===== src/rtl/sync_ptr_multi.sv =====
//------------------------------------------------------------------------------
// sync_ptr_multi
//
// Multi-channel synchroniser for Gray-coded async-FIFO pointers entering the
// clk domain. Each channel passes through a STAGES-deep flop chain. The last
// stage of the chain is sync_gray. Three registered outputs are derived from
// sync_gray and from a one-edge-delayed copy of it (the prev register):
//   * sync_bin : binary equivalent of sync_gray (when GRAY2BIN=1)
//   * ptr_chg  : one-cycle strobe when the synchronised pointer moves
//   * err      : sticky flag raised when one move flips more than one bit
//                (when CHECK=1)
// A warm-up counter holds sync_valid low until every chain stage and the prev
// register hold data sampled after reset. Until then ptr_chg and err are
// masked, so transitions flushed out of the reset state are ignored.
//
// Ports
//   clk         destination-domain clock
//   rst         asynchronous, active-high reset
//   ptr_gray    NCH Gray pointers, ASIZE+1 bits each, asynchronous to clk
//   err_clr     synchronous clear of all err bits (a set on the same edge wins)
//   sync_gray   synchronised Gray pointers (last chain stage)
//   sync_bin    registered binary equivalent of sync_gray
//   ptr_chg     per-channel change strobe, qualified by sync_valid
//   sync_valid  outputs are qualified (warm-up complete)
//   err         per-channel sticky multi-bit-transition flag
//------------------------------------------------------------------------------
module sync_ptr_multi #(
   parameter int ASIZE    = 4,
   parameter int NCH      = 1,
   parameter int STAGES   = 2,
   parameter int GRAY2BIN = 1,
   parameter int CHECK    = 1
) (
   input  logic                     clk,
   input  logic                     rst,
   input  logic [NCH*(ASIZE+1)-1:0] ptr_gray,
   input  logic                     err_clr,
   output logic [NCH*(ASIZE+1)-1:0] sync_gray,
   output logic [NCH*(ASIZE+1)-1:0] sync_bin,
   output logic [NCH-1:0]           ptr_chg,
   output logic                     sync_valid,
   output logic [NCH-1:0]           err
);

   localparam int W  = ASIZE + 1;
   localparam int PW = NCH * W;
   localparam int CW = $clog2(STAGES + 2);

   // Count value at which every chain stage and prev hold post-reset samples.
   localparam logic [CW-1:0] WARM_DONE = CW'(STAGES + 1);

   // Depths below 2 do not give metastability protection, and depths above
   // 4 are not characterised for this block.
   generate
      if (STAGES < 2 || STAGES > 4) begin : g_bad_stages
         $error("sync_ptr_multi: STAGES must be in the range 2..4");
      end
   endgenerate

   //---------------------------------------------------------------------------
   // Synchroniser chain: one plain shift register per bit. There is no enable
   // and no logic between stages, so the tools keep the flops back to back.
   // chain_reg[0] is the metastable capture stage.
   //---------------------------------------------------------------------------
   logic [STAGES-1:0][PW-1:0] chain_reg;
   logic [PW-1:0]             prev_reg;

   always_ff @(posedge clk or posedge rst) begin
      if (rst) begin
         chain_reg <= '0;
      end else begin
         chain_reg <= {chain_reg[STAGES-2:0], ptr_gray};
      end
   end

   assign sync_gray = chain_reg[STAGES-1];

   // prev trails sync_gray by one edge; differences between the two mark a move.
   always_ff @(posedge clk or posedge rst) begin
      if (rst) begin
         prev_reg <= '0;
      end else begin
         prev_reg <= sync_gray;
      end
   end

   //---------------------------------------------------------------------------
   // Warm-up counter: runs 0..STAGES+1 after reset release, then saturates.
   //---------------------------------------------------------------------------
   logic [CW-1:0] warm_reg;

   always_ff @(posedge clk or posedge rst) begin
      if (rst) begin
         warm_reg <= '0;
      end else if (warm_reg != WARM_DONE) begin
         warm_reg <= warm_reg + 1'b1;
      end
   end

   assign sync_valid = (warm_reg == WARM_DONE);

   //---------------------------------------------------------------------------
   // Per-channel derived outputs
   //---------------------------------------------------------------------------
   genvar gi;
   generate
      for (gi = 0; gi < NCH; gi++) begin : g_ch
         logic [W-1:0] cur_gray;
         logic [W-1:0] diff;
         logic         chg_reg;

         assign cur_gray = sync_gray[gi*W +: W];
         assign diff     = cur_gray ^ prev_reg[gi*W +: W];

         // Change strobe. The sync_valid seen here is the value before the
         // edge, which keeps the last flushed reset transition masked.
         always_ff @(posedge clk or posedge rst) begin
            if (rst) begin
               chg_reg <= 1'b0;
            end else begin
               chg_reg <= sync_valid && (diff != '0);
            end
         end

         assign ptr_chg[gi] = chg_reg;

         if (GRAY2BIN != 0) begin : g_bin
            logic [W-1:0] bin_next;
            logic [W-1:0] bin_reg;

            // Prefix XOR from the MSB down: b[i] = g[MSB] ^ ... ^ g[i].
            always_comb begin
               logic acc;
               acc      = 1'b0;
               bin_next = '0;
               for (int i = W - 1; i >= 0; i--) begin
                  acc         = acc ^ cur_gray[i];
                  bin_next[i] = acc;
               end
            end

            always_ff @(posedge clk or posedge rst) begin
               if (rst) begin
                  bin_reg <= '0;
               end else begin
                  bin_reg <= bin_next;
               end
            end

            assign sync_bin[gi*W +: W] = bin_reg;
         end else begin : g_no_bin
            assign sync_bin[gi*W +: W] = '0;
         end

         if (CHECK != 0) begin : g_chk
            logic multi;
            logic err_reg;

            // More than one bit set <=> clearing the lowest set bit leaves
            // something behind.
            assign multi = ((diff & (diff - W'(1))) != '0);

            // The set term is ORed in last, so a set on the same edge as a
            // clear leaves the flag set.
            always_ff @(posedge clk or posedge rst) begin
               if (rst) begin
                  err_reg <= 1'b0;
               end else begin
                  err_reg <= (sync_valid && multi) || (err_reg && !err_clr);
               end
            end

            assign err[gi] = err_reg;
         end else begin : g_no_chk
            assign err[gi] = 1'b0;
         end
      end
   endgenerate

endmodule


===== config.mk =====
export PLATFORM = sky130hd
export DESIGN_NAME = sync_ptr_multi
export DESIGN_NICKNAME = d
export VERILOG_FILES = /design/src/rtl/sync_ptr_multi.sv
export SDC_FILE = /design/constraint.sdc
export NUM_CORES = 1
export LEC_CHECK = 0
export BUFFER_PORTS_ARGS = -buffer_cell sky130_fd_sc_hd__buf_2
export CORE_UTILIZATION = 34
export DETAILED_ROUTE_END_ITERATION = 6
export PLACE_DENSITY = 0.59
export SYNTH_ARGS = -nofsm -noshare
export SYNTH_HDL_FRONTEND = slang
export SYNTH_SLANG_ARGS = --single-unit

===== constraint.sdc =====
create_clock -name clk -period 1.14 [get_ports clk]
set_input_delay 0.114 -clock clk [delete_from_list [all_inputs] [get_ports clk]]
set_output_delay 0.114 -clock clk [all_outputs]
set_load 0.005 [all_outputs]

==> metrics <==
outcome finished, violations left; failing checks setup timing; register area between 500 and 600 um^2; Mapped Avg Cell Area 16.0 um^2; DRT iter0 DRCs 0; clock root buffer clkbuf_4; total gr overflow 0; Final Hold Fails 0; Post-Syn Nets 59; number of buffers created by CTS 3; Yosys reg bits 23; count leader, synth dfrtp_1; Core Util, Final 54.1%; latest clock arrival within the worst-skew pair 0.31 ns; hpwl dp 797 um; Rows 17; Final Wtd Congestion 0.664; Die Y just over 50 um; switching power of the nets about 360 uW; maximum VDD drop around 1100 uV; CP endpoint kind flop; Port-buffer cells 20; Yosys top cell area share a little under three quarters; vias per cell 4.12; Tmin final 1.28 ns; Logic pwr share 15.3%; Slew Viols, Final 0; TritonRoute pass-1 iters 1; Highest Clock Rate a little under 800 MHz; CORE AREA between 0.002 and 0.0025 mm^2; area grow syn2layout 49.5%; share of cells above drive strength 1 54.9%; placed cell areas 967 um^2; largest net degree at the start of global routing 24; Mapped Area 801 um^2; # clock sinks 23; antenna violations before repair 0; P_int ~1100 uW; Setup violations, final 4; Max Cap Viol 0; chip width around 50 um; Layout Nets approximately 100; PnR worst setup slack -0.139 ns; Post-synth EDFFs 0; clock network power share 25.0%; Fill cells 209; pwr dens around 1300 mW/mm^2; Worst Tran Pin Value around 0.27 ns; Worst setup SP type flop; largest area contributor in the netlist dfrtp_1; Setup CP Type flop to flop; share of synthesized registers carrying an async set or reset 100%; sequential area share after synthesis a little under three quarters; Slew Limit Headroom between 80% and 90%; Worst Clk Skew 0.00717 ns; Max FO, Critical Path 3; Clk pin slew, worst setup/hold paths around 0.13 ns; Total GRT Usage approximately a tenth; antenna viol nets, final 0; Final Cycle Share 112%; fin cells 119; Routed WL around 1200 um; Multi-input gate area about 210 um^2; WHS about 0.093 ns; dpl cells between 100 and 150; Antenna diodes 0; Worst Hold Class input port to flop; RSZ-0062 raised after global routing yes; CP required ~1.4 ns; die area 0.00255 mm^2; Critical Path AT approximately 1.5 ns; vias in the first global route about 480; H-tree depth 1; sw frac between 20% and 30%; Setup WS pre-CTS -0.128 ns; Finished Cell Area around 0.0012 mm^2; commonest cells in the netlist dfrtp_1 (23), xnor2_1 (7), buf_4 (6); initial core utilization between 30% and 40%; CTS tree yes; wire per inst ~10 um; Main synth FF type dfrtp_1; leakage around 0.00056 uW; Synth warnings 0; sequential power share around 60%; DR vias a little under 500; first-pass GRT wire length between 1500 and 2000 um; Synth area leaders dfrtp_1 (72%), xnor2_1 (7.7%), buf_4 (5.6%); DRC Markers 0; num ports 21; Yosys cell types 14; clk buf depth 2; cells after synthesis 50
[stage by stage]
stage	setup TNS (ns)	power, uW
after global routing	-0.863	1590
after detailed placement	-0.255	1100
final	-0.353	1500
after CTS	-0.330	1500
after global placement	-0.193	1090
after floorplan	-0.139	1010
[logic make-up (layout without fill, tap and decap cells)]
logic type | after synthesis | after routing | synth area share [%]
DFF | 23 | 23 | 71.9
xor gates and xnor gates | 10 | 10 | 11.9
buffers and inverters | 9 | 50 | 7.03
AOI/OAI and AO/OA | 3 | 3 | 3.28
adders and majority gates | 2 | 2 | 2.81
and+or+nand+nor | 2 | 2 | 1.72
muxes | 1 | 1 | 1.41
[placed cells by master, fill, tap and decap left out, drive strengths merged]
cell / instances
a21boi: 1
a32o: 1
and4: 1
buf: 37
clkbuf: 3
clkinvlp: 1
dfrtp: 23
dlygate4sd3: 6
ha: 1
inv: 3
maj3: 1
mux2: 1
nand3: 1
o2111ai: 1
xnor2: 8
xor2: 2
[power by group through the flow]
| stage | Clock [uW] | Sequential [uW] | Combinational, uW |
|---|---|---|---|
| 2_1_floorplan | 0 | 918 | 95.0 |
| 3_3_place_gp | 0 | 910 | 179 |
| 3_5_place_dp | 0 | 911 | 184 |
| 4_1_cts | 396 | 895 | 211 |
| 5_1_grt | 430 | 906 | 253 |
| 6_report | 377 | 897 | 230 |
[path summary, 6_finish.rpt]
path,slack [ns],cells after the start,end,from
max in group asynchronous,0.54,4,sync_gray[3],rst
min reg2reg,0.36,0,sync_gray[1],chain_reg[1]
max,-0.14,4,sync_bin[0],sync_gray[3]
min,0.09,3,err,err_clr
min in group asynchronous,0.37,4,prev_reg[1],rst
max reg2reg,-0.14,4,sync_bin[0],sync_gray[3]
[timing repair]
| item | CTS | global route |
|---|---|---|
| pin swaps | 2 | 2 |
| endpoints found under the setup margin | 7 | 10 |
| hold endpoints to repair | 28 | 0 |
| resized for setup | 5 | 11 |
| hold buffers | 6 | 0 |
| setup buffers | 2 | 6 |
[cell type report]
| cell class | instances | share of cell area [%] |
|---|---|---|
| flip-flops and latches | 23 | 48.3 |
| repair buffers | 43 | 27.7 |
| multi-input cells | 18 | 17.7 |
| well taps | 28 | 2.93 |
| clock buffers | 3 | 1.88 |
| inverters | 3 | 0.940 |
| clock inverters | 1 | 0.627 |
[worst max-delay path, cell delays in order, from the launching register on]
cell and delay (ns):
dfrtp_2 0.46, xor2_1 0.28, xnor2_2 0.17, xnor2_2 0.15, xor2_1 0.15
[routing by layer]
layer / up-vias / global-route usage [%] / routed length [um]
li1: 240 / - / -
met1: 234 / 11.3 / 499
met2: 16 / 18.7 / 638
met3: 0 / 4.85 / 76
met4: 0 / 2.78 / 0
met5: - / 0 / 0
No activity file was read; power rests on OpenSTA's default activity.
